--- config.mk ---
export PLATFORM = sky130hd
export DESIGN_NAME = reg_bus_spi_initiator
export DESIGN_NICKNAME = d
export VERILOG_FILES = /design/src/rtl/reg_bus_spi_initiator.sv
export SDC_FILE = /design/constraint.sdc
export NUM_CORES = 1
export LEC_CHECK = 0
export BUFFER_PORTS_ARGS = -buffer_cell sky130_fd_sc_hd__buf_2
export CAP_MARGIN = 20
export CORE_MARGIN = 3
export CORE_UTILIZATION = 50
export CTS_BUF_LIST = sky130_fd_sc_hd__clkbuf_4 sky130_fd_sc_hd__clkbuf_8 sky130_fd_sc_hd__clkbuf_16
export DETAILED_ROUTE_END_ITERATION = 7
export PLACE_DENSITY = 0.75
export SLEW_MARGIN = 5
export SYNTH_ARGS = -nofsm -noshare
export SYNTH_HDL_FRONTEND = slang
export SYNTH_SLANG_ARGS = --single-unit
export TNS_END_PERCENT = 1
--- constraint.sdc ---
create_clock -name clk -period 4.3 [get_ports clk]
set_clock_uncertainty 0.1 [all_clocks]
set_input_delay 0.43 -clock clk [delete_from_list [all_inputs] [get_ports clk]]
set_output_delay 0.43 -clock clk [all_outputs]
set_load 0.02 [all_outputs]
--- src/rtl/reg_bus_spi_initiator.sv ---
// Mode-0 SPI byte receiver feeding a small FIFO that replays {addr[2:0],data[4:0]} writes on a strobed register bus.
// Optional macro SPI_MISO_ECHO_EN adds a miso port that echoes the last completed byte during the next frame.
module reg_bus_spi_initiator #(
  parameter int FIFO_DEPTH    = 4,
  parameter int STROBE_CYCLES = 2,
  parameter int GAP_CYCLES    = 1,
  parameter int SYNC_STAGES   = 2
) (
  input  logic       clk,
  input  logic       rst_n,
  input  logic       sclk,
  input  logic       cs_n,
  input  logic       mosi,
  input  logic       overflow_clr,
  output logic       write_strobe,
  output logic [2:0] address,
  output logic [4:0] data,
  output logic       busy,
  output logic       fifo_full,
  output logic       overflow
`ifdef SPI_MISO_ECHO_EN
  ,
  output logic       miso
`endif
);

  localparam int AW   = $clog2(FIFO_DEPTH);
  localparam int CW   = AW + 1;
  localparam int TMAX = (STROBE_CYCLES > GAP_CYCLES) ? STROBE_CYCLES : GAP_CYCLES;
  localparam int TW   = $clog2(TMAX + 1);

  typedef enum logic [1:0] {IDLE, SETUP, STROBE, HOLD} state_t;

  // input synchronizers, MSB is the oldest (synchronized) stage
  logic [SYNC_STAGES-1:0] sclk_sync_q, cs_sync_q, mosi_sync_q;
  logic                   sclk_prev_q;
  logic                   sclk_s, cs_s, mosi_s, sclk_rise;

  always_ff @(posedge clk or negedge rst_n) begin
    if (!rst_n) begin
      sclk_sync_q <= '0;
      cs_sync_q   <= '1;
      mosi_sync_q <= '0;
      sclk_prev_q <= 1'b0;
    end else begin
      sclk_sync_q <= {sclk_sync_q[SYNC_STAGES-2:0], sclk};
      cs_sync_q   <= {cs_sync_q[SYNC_STAGES-2:0], cs_n};
      mosi_sync_q <= {mosi_sync_q[SYNC_STAGES-2:0], mosi};
      sclk_prev_q <= sclk_s;
    end
  end

  assign sclk_s    = sclk_sync_q[SYNC_STAGES-1];
  assign cs_s      = cs_sync_q[SYNC_STAGES-1];
  assign mosi_s    = mosi_sync_q[SYNC_STAGES-1];
  assign sclk_rise = sclk_s & ~sclk_prev_q;

  // deserializer: only the previous 7 bits are kept, the 8th arrives with the push
  logic [6:0] shift_q, shift_d;
  logic [2:0] bitcnt_q, bitcnt_d;
  logic       push_req;
  logic [7:0] push_word;

  always_comb begin
    shift_d   = shift_q;
    bitcnt_d  = bitcnt_q;
    push_req  = 1'b0;
    push_word = {shift_q, mosi_s};
    if (cs_s) begin
      bitcnt_d = 3'd0;
    end else if (sclk_rise) begin
      shift_d  = {shift_q[5:0], mosi_s};
      bitcnt_d = bitcnt_q + 3'd1;
      push_req = (bitcnt_q == 3'd7);
    end
  end

  always_ff @(posedge clk or negedge rst_n) begin
    if (!rst_n) begin
      shift_q  <= '0;
      bitcnt_q <= '0;
    end else begin
      shift_q  <= shift_d;
      bitcnt_q <= bitcnt_d;
    end
  end

  // FIFO
  logic [7:0]    mem_q [FIFO_DEPTH];
  logic [AW-1:0] wr_ptr_q, rd_ptr_q;
  logic [CW-1:0] count_q, count_d;
  logic          pop, push_ok, drop;
  state_t        state_q, state_d;

  assign pop     = (state_q == IDLE) && (count_q != '0);
  assign push_ok = push_req && ((count_q != CW'(FIFO_DEPTH)) || pop);
  assign drop    = push_req && !push_ok;
  assign count_d = count_q + {{(CW-1){1'b0}}, push_ok} - {{(CW-1){1'b0}}, pop};

  always_ff @(posedge clk) begin
    if (push_ok) mem_q[wr_ptr_q] <= push_word;
  end

  always_ff @(posedge clk or negedge rst_n) begin
    if (!rst_n) begin
      wr_ptr_q <= '0;
      rd_ptr_q <= '0;
      count_q  <= '0;
    end else begin
      if (push_ok) wr_ptr_q <= wr_ptr_q + AW'(1);
      if (pop)     rd_ptr_q <= rd_ptr_q + AW'(1);
      count_q <= count_d;
    end
  end

  // issue FSM; one down-counter serves both the strobe and the gap phase
  logic [TW-1:0] tmr_q, tmr_d;
  logic [2:0]    addr_q, addr_d;
  logic [4:0]    data_q, data_d;
  logic          strobe_q, busy_q, full_q, ovf_q;

  always_comb begin
    state_d = state_q;
    tmr_d   = tmr_q;
    addr_d  = addr_q;
    data_d  = data_q;
    case (state_q)
      IDLE: begin
        if (pop) begin
          addr_d  = mem_q[rd_ptr_q][7:5];
          data_d  = mem_q[rd_ptr_q][4:0];
          state_d = SETUP;
        end
      end
      SETUP: begin
        state_d = STROBE;
        tmr_d   = TW'(STROBE_CYCLES - 1);
      end
      STROBE: begin
        if (tmr_q == '0) begin
          state_d = HOLD;
          tmr_d   = TW'(GAP_CYCLES - 1);
        end else begin
          tmr_d = tmr_q - TW'(1);
        end
      end
      HOLD: begin
        if (tmr_q == '0) state_d = IDLE;
        else             tmr_d   = tmr_q - TW'(1);
      end
      default: state_d = IDLE;
    endcase
  end

  always_ff @(posedge clk or negedge rst_n) begin
    if (!rst_n) begin
      state_q  <= IDLE;
      tmr_q    <= '0;
      addr_q   <= '0;
      data_q   <= '0;
      strobe_q <= 1'b0;
      busy_q   <= 1'b0;
      full_q   <= 1'b0;
      ovf_q    <= 1'b0;
    end else begin
      state_q  <= state_d;
      tmr_q    <= tmr_d;
      addr_q   <= addr_d;
      data_q   <= data_d;
      strobe_q <= (state_d == STROBE);
      busy_q   <= (count_d != '0) || (state_d != IDLE);
      full_q   <= (count_d == CW'(FIFO_DEPTH));
      if (drop)              ovf_q <= 1'b1;
      else if (overflow_clr) ovf_q <= 1'b0;
    end
  end

  assign write_strobe = strobe_q;
  assign address      = addr_q;
  assign data         = data_q;
  assign busy         = busy_q;
  assign fifo_full    = full_q;
  assign overflow     = ovf_q;

`ifdef SPI_MISO_ECHO_EN
  // echo path: load on frame start, shift on sclk falling so the host samples on rising
  logic       cs_prev_q;
  logic [7:0] last_q, tx_q;
  logic       sclk_fall, cs_fall;

  assign sclk_fall = ~sclk_s & sclk_prev_q;
  assign cs_fall   = ~cs_s & cs_prev_q;

  always_ff @(posedge clk or negedge rst_n) begin
    if (!rst_n) begin
      cs_prev_q <= 1'b1;
      last_q    <= 8'h00;
      tx_q      <= 8'h00;
    end else begin
      cs_prev_q <= cs_s;
      if (push_req) last_q <= push_word;
      if (cs_fall)                  tx_q <= last_q;
      else if (sclk_fall && !cs_s)  tx_q <= {tx_q[6:0], 1'b0};
    end
  end

  assign miso = cs_s ? 1'b0 : tx_q[7];
`endif

endmodule
==> results of run 1 <==
==> sequential cells by signal, summed over array words and instances (netlist names), 2 cells and up <==
register,flops
mem_q,32
shift_q,7
data,5
address,3
bitcnt_q,3
count_q,3
cs_sync_q,2
mosi_sync_q,2
rd_ptr_q,2
sclk_sync_q,2
state_q,2
tmr_q,2
wr_ptr_q,2
==> logic make-up after synthesis <==
family,after synthesis
flops,72
fa+ha+maj,15
simple gates,51
buf+inv,18
xor+xnor,5
compound gates,9
mux,20
==> cell type report <==
cell class	instances	area share
clock buffer	9	0.03726
sequential	72	0.5909
tap	72	0.02710
clock inverter	7	0.02898
inverter	13	0.01468
multi-input combinational	100	0.2732
timing repair buffer	18	0.02785
==> power groups by stage <==
stage          combinational [mW]  clock, mW  sequential (mW)
2_1_floorplan               0.508          0             1.03
3_3_place_gp                0.662          0             1.03
3_5_place_dp                0.676          0             1.04
4_1_cts                     0.682      0.589             1.03
5_1_grt                     0.752      0.625             1.05
6_report                    0.673      0.575             1.02
==> stage by stage <==
stage	cells	total power [mW]	hold slack, ns
final	291	2.270	0.09532
after global routing	291	2.428	0.06699
after CTS	291	2.299	0.07835
after detailed placement	275	1.718	0.2373
after global placement	275	1.692	0.2331
after floorplan	190	1.536	0.03441
==> layer usage <==
layer  global-route usage  vias to the layer above  part of all wire  wire length (um)
met1               0.1919                      734              0.47              2052
met2               0.2157                       20              0.49              2166
met3              0.04861                        5             0.032               140
met5                    0                        -                 0                 0
met4              0.04012                        0            0.0055                24
li1                     -                      718                 -                 -
==> placed cells by master (no fill, tap or decap), types with 2 or more instances in the layout <==
master                       instances
sky130_fd_sc_hd__mux2i_1             2
sky130_fd_sc_hd__and2_2              3
sky130_fd_sc_hd__dfstp_2             2
sky130_fd_sc_hd__nor3_1              2
sky130_fd_sc_hd__ha_1               14
sky130_fd_sc_hd__mux4_2              8
sky130_fd_sc_hd__mux2_2              9
sky130_fd_sc_hd__nand3b_1            2
sky130_fd_sc_hd__inv_1              13
sky130_fd_sc_hd__nor3b_1             2
sky130_fd_sc_hd__buf_2              17
sky130_fd_sc_hd__nand2_1            27
sky130_fd_sc_hd__nor2b_1             4
sky130_fd_sc_hd__nor2_1              4
sky130_fd_sc_hd__a21oi_1             2
sky130_fd_sc_hd__clkbuf_8            9
sky130_fd_sc_hd__clkinvlp_4          3
sky130_fd_sc_hd__edfxtp_1           32
sky130_fd_sc_hd__xnor2_1             4
sky130_fd_sc_hd__bufinv_16           2
sky130_fd_sc_hd__dfrtp_1            38
==> worst paths after layout <==
| path | startpoint | endpoint | slack (ns) | depth (start not counted) |
|---|---|---|---|---|
| worst max-delay path | state_q[0] | busy | 1.06 | 12 |
| worst min-delay path | cs_n | cs_sync_q[0] | 0.1 | 1 |
| worst max register to register | state_q[0] | busy | 1.06 | 12 |
| worst min register to register | mosi_sync_q[0] | mosi_sync_q[1] | 0.25 | 0 |
| max in group asynchronous | rst_n | rd_ptr_q[0] | 3.43 | 1 |
| min in group asynchronous | rst_n | wr_ptr_q[0] | 0.11 | 1 |
==> worst register-to-register path, cell delays in order, from the launching register on <==
cell and delay, ns:
sky130_fd_sc_hd__dfrtp_1 0.39, sky130_fd_sc_hd__inv_1 0.07, sky130_fd_sc_hd__ha_1 0.25, sky130_fd_sc_hd__or4b_4 0.50, sky130_fd_sc_hd__and3_1 0.27, sky130_fd_sc_hd__inv_1 0.08
sky130_fd_sc_hd__ha_1 0.12, sky130_fd_sc_hd__inv_1 0.04, sky130_fd_sc_hd__ha_1 0.19, sky130_fd_sc_hd__fa_1 0.36, sky130_fd_sc_hd__xnor3_4 0.46, sky130_fd_sc_hd__nor3_1 0.16
sky130_fd_sc_hd__nand4_1 0.11
==> metrics.txt, run 1 <==
# TYPE chip_impl_metric gauge
chip_impl_metric{name="nFillCells",unit=""} 447
chip_impl_metric{name="cts.repair_timing.setup_buffer_count",unit=""} 0
chip_impl_metric{name="synth_seq_area_share",unit=""} 0.6661
chip_impl_metric{name="path_buf_inv",unit=""} 3
chip_impl_info{name="crit_path_leading_delay_family",value="simple AND/OR/NAND/NOR gates"} 1
chip_impl_metric{name="net-switching-power",unit="mW"} 0.7256
chip_impl_info{name="tritoncts",value="done"} 1
chip_impl_metric{name="maxCapViolations",unit=""} 0
chip_impl_metric{name="grt_max_degree",unit=""} 41
chip_impl_metric{name="antenna_found_initial",unit=""} 0
chip_impl_info{name="root_buffer",value="sky130_fd_sc_hd__clkbuf_8"} 1
chip_impl_metric{name="die_height",unit="um"} 82.80
chip_impl_metric{name="clock_tree.htree_level_count",unit=""} 3
chip_impl_metric{name="portion_of_synthesized_cell_area_occupied_by_the_leading_cell_type",unit=""} 0.3258
chip_impl_metric{name="timing.final.setup_violations",unit=""} 0
chip_impl_metric{name="design.core.area",unit="sq um"} 5608
chip_impl_metric{name="muxShareOfSynthArea",unit=""} 0.1073
chip_impl_metric{name="worst_ep_required_time",unit="ns"} 4.39
chip_impl_metric{name="initialDrtViolationCount",unit=""} 114
chip_impl_info{name="hold_class",value="in2reg"} 1
chip_impl_metric{name="grt_remaining_overflow",unit=""} 0
chip_impl_metric{name="final_area",unit="sq um"} 3324
chip_impl_info{name="worstSetupStartpointType",value="register"} 1
chip_impl_metric{name="synthesis.nets",unit=""} 211
chip_impl_metric{name="post_route_antenna_net_violation_count",unit=""} 0
chip_impl_metric{name="antennaDiodeCount",unit=""} 0
chip_impl_metric{name="synth_fa_ha_area_frac",unit=""} 0.06619
chip_impl_info{name="run_status",value="complete, no violations"} 1
chip_impl_metric{name="power.internal",unit="mW"} 1.545
chip_impl_metric{name="worst_rel_slew_slack",unit=""} 0.4127
chip_impl_metric{name="post_synth_xor_area_fraction",unit=""} 0.02079
chip_impl_info{name="worst_setup_path_end_kind",value="register"} 1
chip_impl_metric{name="fp-row-count",unit=""} 27
chip_impl_metric{name="mappedNetlistArea",unit="sq um"} 2949
chip_impl_metric{name="via_count",unit=""} 1477
chip_impl_metric{name="cts_resized",unit=""} 0
chip_impl_metric{name="number_of_synthesized_register_bits",unit=""} 72
chip_impl_metric{name="ports_placed_on_the_boundary",unit=""} 18
chip_impl_metric{name="detail_route.vias_per_cell",unit=""} 5.076
chip_impl_metric{name="fp.dieArea",unit="sq um"} 6856
chip_impl_metric{name="post_drt_wl_per_cell",unit="um"} 15.06
chip_impl_metric{name="die_w",unit="um"} 82.80
chip_impl_metric{name="synth_edf_count",unit=""} 32
chip_impl_metric{name="period_share",unit=""} 0.7542
chip_impl_metric{name="tns",unit="ns"} 0
chip_impl_metric{name="worstMarginPinSlew",unit="ns"} 0.8810
chip_impl_info{name="worstSetupPathType",value="reg2reg"} 1
chip_impl_metric{name="grt_first_pass_wirelength",unit="um"} 7624
chip_impl_metric{name="layout.area.seq",unit="sq um"} 1964
chip_impl_info{name="grt_setup_unrepaired",value="false"} 1
chip_impl_metric{name="synthesis.area_per_instance",unit="sq um"} 15.52
chip_impl_metric{name="detailedRoute.firstPassIterationCount",unit=""} 4
chip_impl_metric{name="power_switching_share",unit=""} 0.3196
chip_impl_metric{name="placer_congestion",unit=""} 0.7345
chip_impl_metric{name="power.leakage",unit="nW"} 1.402
chip_impl_metric{name="postPlaceCellArea",unit="sq um"} 3104
chip_impl_metric{name="final_net_count",unit=""} 235
chip_impl_metric{name="fin_crit",unit="ns"} 3.243
chip_impl_metric{name="synth_compound_gate_area_share",unit=""} 0.02206
chip_impl_metric{name="cts.path.max_buffers",unit=""} 2
chip_impl_metric{name="clock_transition_at_the_registers_of_the_reported_paths",unit="ns"} 0.08
chip_impl_info{name="synth_most_common_cell",value="sky130_fd_sc_hd__dfrtp_1"} 1
chip_impl_metric{name="clk_latency",unit="ns"} 0.33
chip_impl_info{name="path_cells",value="inv_1 -> ha_1 -> or4b_4 -> and3_1 -> inv_1 -> ha_1 -> inv_1 -> ha_1 -> fa_1 -> xnor3_4 -> nor3_1 -> nand4_1"} 1
chip_impl_metric{name="ys_async_sr_fraction",unit=""} 0.5556
chip_impl_metric{name="tritoncts.num_buffers",unit=""} 9
chip_impl_metric{name="vdd.ir_drop.worst",unit="mV"} 0.2952
chip_impl_metric{name="timing.critical_path.fanout_max",unit=""} 7
chip_impl_metric{name="cpPeakStageDelay",unit="ns"} 0.50
chip_impl_metric{name="dp.final_hpwl",unit="um"} 2939
chip_impl_info{name="synth_top_cells_by_area",value="sky130_fd_sc_hd__edfxtp_1 33%, sky130_fd_sc_hd__dfrtp_1 32%, sky130_fd_sc_hd__mux4_2 6.1%"} 1
chip_impl_metric{name="areaGrowthSynthToFinish",unit="%"} 12.73
chip_impl_metric{name="multi_input_area",unit="sq um"} 908.4
chip_impl_metric{name="port-buffer-count",unit=""} 17
chip_impl_metric{name="final_hold_viol_count",unit=""} 0
chip_impl_metric{name="drive_above_1_share",unit=""} 0.2785
chip_impl_metric{name="postRouteWirelength",unit="um"} 4383
chip_impl_metric{name="power_per_cell_area",unit="nW/um^2"} 682.9
chip_impl_metric{name="finalWorstSetupSlack",unit="ns"} 1.057
chip_impl_metric{name="start_util",unit=""} 0.5259
chip_impl_metric{name="clock_power_share",unit=""} 0.253
chip_impl_metric{name="yosysUniqueCellTypes",unit=""} 37
chip_impl_metric{name="grt_pass1_vias",unit=""} 1530
chip_impl_info{name="ys_dominant_reg_cell",value="sky130_fd_sc_hd__dfrtp_1"} 1
chip_impl_info{name="synth.largest_area_cell",value="sky130_fd_sc_hd__edfxtp_1"} 1
chip_impl_info{name="slowest_cell_on_the_critical_path",value="sky130_fd_sc_hd__or4b_4"} 1
chip_impl_metric{name="final-max-slew-violation-count",unit=""} 0
chip_impl_info{name="largest_family_of_logic_cells_by_synthesized_area",value="multiplexers"} 1
chip_impl_metric{name="groute.usage.overall",unit=""} 0.1406
chip_impl_metric{name="cp_data_arrival_time",unit="ns"} 3.33
chip_impl_metric{name="yosysWarningCount",unit=""} 0
chip_impl_metric{name="final_util",unit=""} 0.5928
chip_impl_metric{name="share_seq_of_total_power",unit=""} 0.450
chip_impl_metric{name="postSynthCellCount",unit=""} 190
chip_impl_metric{name="post_cts_hold_fix_bufs",unit=""} 0
chip_impl_info{name="ys_top_cells_by_count",value="38 x sky130_fd_sc_hd__dfrtp_1, 32 x sky130_fd_sc_hd__edfxtp_1, 27 x sky130_fd_sc_hd__nand2_1"} 1
chip_impl_metric{name="synth-simple-area-share",unit=""} 0.09164
chip_impl_metric{name="max_freq",unit="MHz"} 308.4
chip_impl_metric{name="place_worst_setup_slack",unit="ns"} 1.061
chip_impl_metric{name="cts_num_sinks",unit=""} 72
chip_impl_metric{name="p_comb_frac",unit=""} 0.296
chip_impl_metric{name="drc_violations_left",unit=""} 0
Note: power is estimated with default switching activity, not from simulation.
==> run 2, diff against run 1 <==
Settings changed: ABC_AREA set to 1.
Clock period 4.3 ns to 3.2 ns, I/O delays scaled along.
==> run 2 against run 1 <==
  * Via count rose by 27%
  * Count of clock-buffer cells in the layout unchanged
  * Global-route usage increased by 1.8 points
  * Total power increased by 26%
  * Final cell count up 32%
  * Largest cell class unchanged
==> metrics.txt, run 2 <==
# TYPE chip_impl_metric gauge
chip_impl_metric{name="yosysWarningCount",unit=""} 0
chip_impl_metric{name="mappedNetlistArea",unit="sq um"} 3019
chip_impl_metric{name="grt_first_pass_wirelength",unit="um"} 8631
chip_impl_info{name="synth_most_common_cell",value="sky130_fd_sc_hd__nand2_1"} 1
chip_impl_info{name="regMostFlops",value="mem_q"} 1
chip_impl_metric{name="via_count",unit=""} 1873
chip_impl_metric{name="power.leakage",unit="nW"} 1.536
chip_impl_metric{name="worst_ep_required_time",unit="ns"} 3.33
chip_impl_info{name="worstSetupStartpointType",value="register"} 1
chip_impl_metric{name="yosysUniqueCellTypes",unit=""} 26
chip_impl_metric{name="power_per_cell_area",unit="nW/um^2"} 852.8
chip_impl_info{name="highest_count_cells_in_the_layout_ignoring_fill_and_taps",value="75 x sky130_fd_sc_hd__nand2_1, 38 x sky130_fd_sc_hd__nor2_1, 38 x sky130_fd_sc_hd__dfrtp_1"} 1
chip_impl_metric{name="net-switching-power",unit="mW"} 1.051
chip_impl_metric{name="synthesis.area_per_instance",unit="sq um"} 10.78
chip_impl_metric{name="cts_num_sinks",unit=""} 72
chip_impl_metric{name="drc_violations_left",unit=""} 0
chip_impl_metric{name="groute.usage.overall",unit=""} 0.1586
chip_impl_metric{name="synthesis.nets",unit=""} 301
chip_impl_metric{name="ports_placed_on_the_boundary",unit=""} 18
chip_impl_metric{name="antennaDiodeCount",unit=""} 0
chip_impl_metric{name="postRouteWirelength",unit="um"} 5025
chip_impl_metric{name="die_w",unit="um"} 83.71
chip_impl_metric{name="die_height",unit="um"} 83.71
chip_impl_metric{name="final_hold_viol_count",unit=""} 0
chip_impl_metric{name="initialDrtViolationCount",unit=""} 92
chip_impl_metric{name="ys_async_sr_fraction",unit=""} 0.5556
chip_impl_metric{name="fp.dieArea",unit="sq um"} 7007
chip_impl_info{name="worst_setup_path_end_kind",value="register"} 1
chip_impl_metric{name="clock_power_share",unit=""} 0.233
chip_impl_metric{name="finalPower",unit="mW"} 2.861
chip_impl_metric{name="grt_pass1_vias",unit=""} 1794
chip_impl_metric{name="final-max-slew-violation-count",unit=""} 0
chip_impl_metric{name="power.internal",unit="mW"} 1.810
chip_impl_metric{name="p_comb_frac",unit=""} 0.315
chip_impl_metric{name="antenna_found_initial",unit=""} 0
chip_impl_metric{name="post_drt_wl_per_cell",unit="um"} 13.12
chip_impl_metric{name="max_freq",unit="MHz"} 346.9
chip_impl_info{name="synth.largest_area_cell",value="sky130_fd_sc_hd__edfxtp_1"} 1
chip_impl_info{name="synth_top_cells_by_area",value="sky130_fd_sc_hd__edfxtp_1 32%, sky130_fd_sc_hd__dfrtp_1 31%, sky130_fd_sc_hd__nand2_1 9.3%"} 1
chip_impl_metric{name="dp.final_hpwl",unit="um"} 3442
chip_impl_metric{name="cts.repair_timing.setup_buffer_count",unit=""} 0
chip_impl_metric{name="post_cts_hold_fix_bufs",unit=""} 3
chip_impl_metric{name="cts_resized",unit=""} 0
chip_impl_info{name="mostFrequentLayoutCell",value="sky130_fd_sc_hd__nand2_1"} 1
chip_impl_metric{name="post_route_antenna_net_violation_count",unit=""} 0
chip_impl_metric{name="maxCapViolations",unit=""} 0
chip_impl_info{name="worstSetupPathType",value="reg2reg"} 1
chip_impl_metric{name="detailedRoute.firstPassIterationCount",unit=""} 4
chip_impl_metric{name="clock_tree.htree_level_count",unit=""} 3
chip_impl_metric{name="postSynthCellCount",unit=""} 280
chip_impl_metric{name="cts.path.max_buffers",unit=""} 2
chip_impl_metric{name="detail_route.vias_per_cell",unit=""} 4.890
chip_impl_info{name="grt_setup_unrepaired",value="false"} 1
chip_impl_metric{name="numPlacedInstances",unit=""} 364
chip_impl_metric{name="tritoncts.num_buffers",unit=""} 9
chip_impl_metric{name="timing.critical_path.fanout_max",unit=""} 8
chip_impl_metric{name="portion_of_synthesized_cell_area_occupied_by_the_leading_cell_type",unit=""} 0.3183
chip_impl_info{name="root_buffer",value="sky130_fd_sc_hd__clkbuf_8"} 1
chip_impl_metric{name="tns",unit="ns"} 0
chip_impl_metric{name="fin_crit",unit="ns"} 2.883
chip_impl_info{name="hold_class",value="in2async"} 1
chip_impl_metric{name="power_switching_share",unit=""} 0.3673
chip_impl_metric{name="placer_congestion",unit=""} 0.7666
chip_impl_metric{name="timing.final.setup_violations",unit=""} 0
chip_impl_metric{name="share_seq_of_total_power",unit=""} 0.452
chip_impl_info{name="ys_dominant_reg_cell",value="sky130_fd_sc_hd__dfrtp_1"} 1
chip_impl_metric{name="final_net_count",unit=""} 327
chip_impl_info{name="run_status",value="complete, no violations"} 1
chip_impl_metric{name="vdd.ir_drop.worst",unit="mV"} 0.4324
chip_impl_metric{name="cp_data_arrival_time",unit="ns"} 3.01
chip_impl_metric{name="fp-row-count",unit=""} 27
chip_impl_metric{name="layout.cells.non_filler",unit=""} 383
chip_impl_metric{name="synth_seq_area_share",unit=""} 0.6506
chip_impl_metric{name="period_share",unit=""} 0.9009
chip_impl_metric{name="number_of_synthesized_register_bits",unit=""} 72
chip_impl_metric{name="grt_max_degree",unit=""} 41
chip_impl_metric{name="worstMarginPinSlew",unit="ns"} 0.8643
chip_impl_info{name="tritoncts",value="done"} 1
chip_impl_metric{name="worst_rel_slew_slack",unit=""} 0.4238
chip_impl_metric{name="design.core.area",unit="sq um"} 5675
chip_impl_metric{name="drive_above_1_share",unit=""} 0.1350
chip_impl_metric{name="largest_register_ff_count",unit=""} 32
chip_impl_metric{name="areaGrowthSynthToFinish",unit="%"} 11.11
chip_impl_metric{name="synth_edf_count",unit=""} 32
chip_impl_metric{name="start_util",unit=""} 0.5320
chip_impl_info{name="ys_top_cells_by_count",value="75 x sky130_fd_sc_hd__nand2_1, 38 x sky130_fd_sc_hd__dfrtp_1, 38 x sky130_fd_sc_hd__nor2_1"} 1
chip_impl_metric{name="grt_remaining_overflow",unit=""} 0
chip_impl_metric{name="setup.reg_to_reg.worst_slack",unit="ns"} 0.32
chip_impl_metric{name="clock_transition_at_the_registers_of_the_reported_paths",unit="ns"} 0.08
chip_impl_metric{name="clk_latency",unit="ns"} 0.33
chip_impl_metric{name="port-buffer-count",unit=""} 17
[run 2: changes by cell type in the layout (fill, tap and decap cells not counted), moves of 8 or more]
cell	delta
sky130_fd_sc_hd__inv_1	+12
sky130_fd_sc_hd__mux2_2	-9
sky130_fd_sc_hd__mux4_2	-8
sky130_fd_sc_hd__nand2_1	+48
sky130_fd_sc_hd__nor2_1	+34
sky130_fd_sc_hd__o21ai_0	+14
sky130_fd_sc_hd__o21ai_1	+13
[run 2: worst max-delay path: stages, from the launching register on]
cell                      delay (ns)
sky130_fd_sc_hd__dfrtp_1        0.39
sky130_fd_sc_hd__inv_1          0.12
sky130_fd_sc_hd__ha_1           0.25
sky130_fd_sc_hd__inv_1          0.08
sky130_fd_sc_hd__nand3_1        0.17
sky130_fd_sc_hd__nand3_2        0.19
sky130_fd_sc_hd__ha_1           0.33
sky130_fd_sc_hd__inv_1          0.04
sky130_fd_sc_hd__ha_1           0.18
sky130_fd_sc_hd__fa_1           0.45
sky130_fd_sc_hd__or2_2          0.33
sky130_fd_sc_hd__nor2_1         0.10
sky130_fd_sc_hd__nand2_1        0.05
[run 2: power groups by stage]
stage	Sequential, mW	Combinational, mW	Clock [mW]
finish	1.29	0.902	0.666
global route	1.33	1.05	0.728
CTS	1.29	0.912	0.685
detailed placement	1.31	0.899	0
global placement	1.30	0.870	0
floorplan	1.31	0.707	0
[run 2: area by class of cell]
class                      count  area, sq um
tap                           72        90.09
multi-input combinational    174        883.3
clock inverter                 7        62.56
sequential                    72         1964
timing repair buffer          21        122.6
fill                         451         2321
clock buffer                   9        123.9
inverter                      28        107.6
[run 2: final timing paths]
kind	start	end	cells past startpoint
worst min register to register	cs_sync_q[0]	cs_sync_q[1]	0
max in group asynchronous	rst_n	address[0]	1
worst min-delay path	rst_n	sclk_sync_q[0]	1
worst max-delay path	state_q[0]	busy	12
min in group clk	overflow_clr	overflow	2
worst max register to register	state_q[0]	busy	12
[run 2: kinds of logic (layout without fill, tap and decap cells)]
| group | Yosys count | in the layout | share of synthesized area |
|---|---|---|---|
| flip-flops | 72 | 72 | 0.6506 |
| buffers and inverters | 34 | 65 | 0.05678 |
| AND/OR/NAND/NOR | 126 | 126 | 0.1691 |
| adder cells (fa/ha/maj) | 15 | 15 | 0.06465 |
| AO/OA/AOI/OAI | 32 | 32 | 0.05595 |
| XOR/XNOR | 1 | 1 | 0.002901 |
[run 2: stage by stage]
stage	cell area [sq um]	hold slack [ns]	worst slack, ns	utilization
CTS	3354	0.02048	0.3488	0.5910
global route	3354	0.07136	0.1932	0.5910
detailed placement	3138	0.2434	0.3713	0.5529
floorplan	3019	-0.07559	0.6116	-
finish	3354	0.001806	0.3173	0.5910
global placement	3138	0.2316	0.4783	0.5529
[run 2: routing by layer]
metal	vias up	global-route usage	part of all wire
li1	956	-	-
met1	868	0.1988	0.44
met2	38	0.2560	0.50
met3	11	0.03258	0.037
met4	0	0.08918	0.024
met5	-	0	0
==> run 3, diff against run 2 <==
==> constraint.sdc (replaced) <==
create_clock -name clk -period 3.2 [get_ports clk]
set_clock_uncertainty 0.1 [all_clocks]
set_input_delay 0.64 -clock clk [delete_from_list [all_inputs] [get_ports clk]]
set_output_delay 0.64 -clock clk [all_outputs]
set_load 0.02 [all_outputs]
==> run 3 against run 2 <==
  * Total power decreased by 0.15%
  * Via count decreased by 0.91%
  * Sequential share of layout area increased by 0.53 points
  * Critical endpoint unchanged
==> metrics.txt, run 3 (synthesis results as in run 2) <==
# TYPE chip_impl_metric gauge
chip_impl_info{name="run_status",value="complete, no violations"} 1
chip_impl_metric{name="cp_data_arrival_time",unit="ns"} 2.98
chip_impl_metric{name="die_height",unit="um"} 83.71
chip_impl_metric{name="net-switching-power",unit="mW"} 1.049
chip_impl_metric{name="worstMarginPinSlew",unit="ns"} 0.8681
chip_impl_metric{name="cpPeakStageDelay",unit="ns"} 0.45
chip_impl_metric{name="post_route_antenna_net_violation_count",unit=""} 0
chip_impl_metric{name="max_freq",unit="MHz"} 350.3
chip_impl_info{name="grt_setup_unrepaired",value="false"} 1
chip_impl_info{name="holdCritStartpoint",value="cs_sync_q[0]"} 1
chip_impl_metric{name="gr-usage-met2",unit=""} 0.2560
chip_impl_metric{name="met1_usage",unit=""} 0.1995
chip_impl_metric{name="groute.usage.overall",unit=""} 0.1588
chip_impl_metric{name="cts_resized",unit=""} 0
chip_impl_info{name="worstSetupPathType",value="reg2reg"} 1
chip_impl_metric{name="maxCapViolations",unit=""} 0
chip_impl_metric{name="detailedRoute.firstPassIterationCount",unit=""} 5
chip_impl_metric{name="placer_congestion",unit=""} 0.7666
chip_impl_info{name="regMostFlops",value="mem_q"} 1
chip_impl_info{name="worst_setup_path_end_kind",value="register"} 1
chip_impl_metric{name="tritoncts.num_buffers",unit=""} 9
chip_impl_info{name="crit_path_leading_delay_family",value="adder cells"} 1
chip_impl_info{name="launch_point_of_the_critical_path",value="state_q[0]"} 1
chip_impl_metric{name="path_buf_inv",unit=""} 3
chip_impl_metric{name="vdd.ir_drop.worst",unit="mV"} 0.4314
chip_impl_info{name="path_cells",value="inv_1 -> ha_1 -> inv_1 -> nand3_1 -> nand3_2 -> ha_1 -> inv_1 -> ha_1 -> fa_1 -> or2_2 -> nor2_1 -> nand2_1"} 1
chip_impl_metric{name="tns",unit="ns"} 0
chip_impl_metric{name="detail_route.vias_per_cell",unit=""} 4.884
chip_impl_metric{name="nFillCells",unit=""} 454
chip_impl_metric{name="clk_latency",unit="ns"} 0.33
chip_impl_info{name="mostFrequentLayoutCell",value="sky130_fd_sc_hd__nand2_1"} 1
chip_impl_metric{name="final_area",unit="sq um"} 3324
chip_impl_metric{name="final_hold_viol_count",unit=""} 0
chip_impl_metric{name="postPlaceCellArea",unit="sq um"} 3138
chip_impl_metric{name="via_count",unit=""} 1856
chip_impl_metric{name="fin_crit",unit="ns"} 2.854
chip_impl_info{name="tritoncts",value="done"} 1
chip_impl_metric{name="clock_transition_at_the_registers_of_the_reported_paths",unit="ns"} 0.08
chip_impl_metric{name="timing.final.setup_violations",unit=""} 0
chip_impl_info{name="slowest_cell_on_the_critical_path",value="sky130_fd_sc_hd__fa_1"} 1
chip_impl_metric{name="drc_violations_left",unit=""} 0
chip_impl_metric{name="grt_pass1_vias",unit=""} 1780
chip_impl_metric{name="share_seq_of_total_power",unit=""} 0.452
chip_impl_metric{name="grt_remaining_overflow",unit=""} 0
chip_impl_metric{name="postRouteWirelength",unit="um"} 4997
chip_impl_metric{name="cts.repair_timing.setup_buffer_count",unit=""} 0
chip_impl_info{name="hold_class",value="reg2reg"} 1
chip_impl_metric{name="cts.path.max_buffers",unit=""} 2
chip_impl_metric{name="worst_ep_required_time",unit="ns"} 3.33
chip_impl_metric{name="design.core.area",unit="sq um"} 5675
chip_impl_metric{name="power_per_cell_area",unit="nW/um^2"} 859.2
chip_impl_info{name="global_route.peak_usage_layer",value="met2"} 1
chip_impl_metric{name="timing.critical_path.fanout_max",unit=""} 8
chip_impl_info{name="root_buffer",value="sky130_fd_sc_hd__clkbuf_8"} 1
chip_impl_metric{name="initialDrtViolationCount",unit=""} 91
chip_impl_metric{name="grt_first_pass_wirelength",unit="um"} 8631
chip_impl_metric{name="holdWs",unit="ns"} 0.2567
chip_impl_metric{name="period_share",unit=""} 0.8920
chip_impl_metric{name="final-max-slew-violation-count",unit=""} 0
chip_impl_metric{name="drive_above_1_share",unit=""} 0.1364
chip_impl_metric{name="post_cts_hold_fix_bufs",unit=""} 0
chip_impl_metric{name="worst_rel_slew_slack",unit=""} 0.4213
chip_impl_metric{name="final_net_count",unit=""} 324
chip_impl_info{name="highest_count_cells_in_the_layout_ignoring_fill_and_taps",value="75 x sky130_fd_sc_hd__nand2_1, 38 x sky130_fd_sc_hd__nor2_1, 38 x sky130_fd_sc_hd__dfrtp_1"} 1
chip_impl_metric{name="port-buffer-count",unit=""} 17
chip_impl_metric{name="areaGrowthSynthToFinish",unit="%"} 10.11
chip_impl_metric{name="start_util",unit=""} 0.5320
chip_impl_metric{name="grt_max_degree",unit=""} 41
chip_impl_metric{name="power.internal",unit="mW"} 1.808
chip_impl_metric{name="fp.dieArea",unit="sq um"} 7007
chip_impl_info{name="r2r-start",value="state_q[0]"} 1
chip_impl_metric{name="antenna_found_initial",unit=""} 0
chip_impl_metric{name="dp.final_hpwl",unit="um"} 3442
chip_impl_metric{name="clock_power_share",unit=""} 0.233
chip_impl_metric{name="post_drt_wl_per_cell",unit="um"} 13.15
chip_impl_metric{name="fp-row-count",unit=""} 27
chip_impl_info{name="worstSetupStartpointType",value="register"} 1
chip_impl_metric{name="clock_tree.htree_level_count",unit=""} 3
chip_impl_metric{name="p_comb_frac",unit=""} 0.314
chip_impl_metric{name="power.leakage",unit="nW"} 1.524
chip_impl_metric{name="cts_num_sinks",unit=""} 72
chip_impl_metric{name="power_switching_share",unit=""} 0.3672
chip_impl_metric{name="global_route.usage.met3",unit=""} 0.03258
chip_impl_metric{name="ports_placed_on_the_boundary",unit=""} 18
chip_impl_metric{name="antennaDiodeCount",unit=""} 0
chip_impl_metric{name="die_w",unit="um"} 83.71
chip_impl_metric{name="largest_register_ff_count",unit=""} 32
run 3: cell types whose count changed in the layout (fill, tap and decap cells not counted), sizes merged:
cell	delta
dlygate4sd3	-3
run 3: power by group through the flow:
| stage | Combinational, mW | Sequential (mW) | Clock, mW |
|---|---|---|---|
| 4_1_cts | 0.909 | 1.29 | 0.685 |
| 3_3_place_gp | 0.870 | 1.30 | 0 |
| 2_1_floorplan | 0.707 | 1.31 | 0 |
| 5_1_grt | 1.04 | 1.33 | 0.728 |
| 6_report | 0.898 | 1.29 | 0.666 |
| 3_5_place_dp | 0.899 | 1.31 | 0 |
run 3: layer usage:
metal  vias to the layer above  wire length [um]
li1                        951                 -
met1                       863              2225
met2                        31              2462
met3                        11               188
met4                         0               121
met5                         -                 0
run 3: final timing paths:
check	end	slack, ns	depth (start not counted)
max reg2reg	busy	0.35	12
max	busy	0.35	12
min	cs_sync_q[1]	0.26	0
min in group asynchronous	overflow	0.32	1
max in group asynchronous	address[0]	2.13	1
min reg2reg	cs_sync_q[1]	0.26	0
run 3: layout make-up:
| cell class | count | area (sq um) | share of cell area |
|---|---|---|---|
| well taps | 72 | 90.09 | 0.02710 |
| multi-input cells | 174 | 883.3 | 0.2657 |
| repair buffers | 18 | 92.59 | 0.02785 |
| inverters | 28 | 107.6 | 0.03237 |
| clock buffers | 9 | 123.9 | 0.03726 |
| clock inverters | 7 | 62.56 | 0.01882 |
| flip-flops and latches | 72 | 1964 | 0.5909 |
run 3: metrics by stage:
stage / utilization / power (mW) / instances / setup WS (ns)
2_1_floorplan: - / 2.020 / 280 / 0.6116
3_3_place_gp: 0.5529 / 2.175 / 364 / 0.4783
3_5_place_dp: 0.5529 / 2.211 / 364 / 0.3713
4_1_cts: 0.5858 / 2.889 / 380 / 0.3488
5_1_grt: 0.5858 / 3.098 / 380 / 0.1932
6_report: 0.5858 / 2.856 / 380 / 0.3456
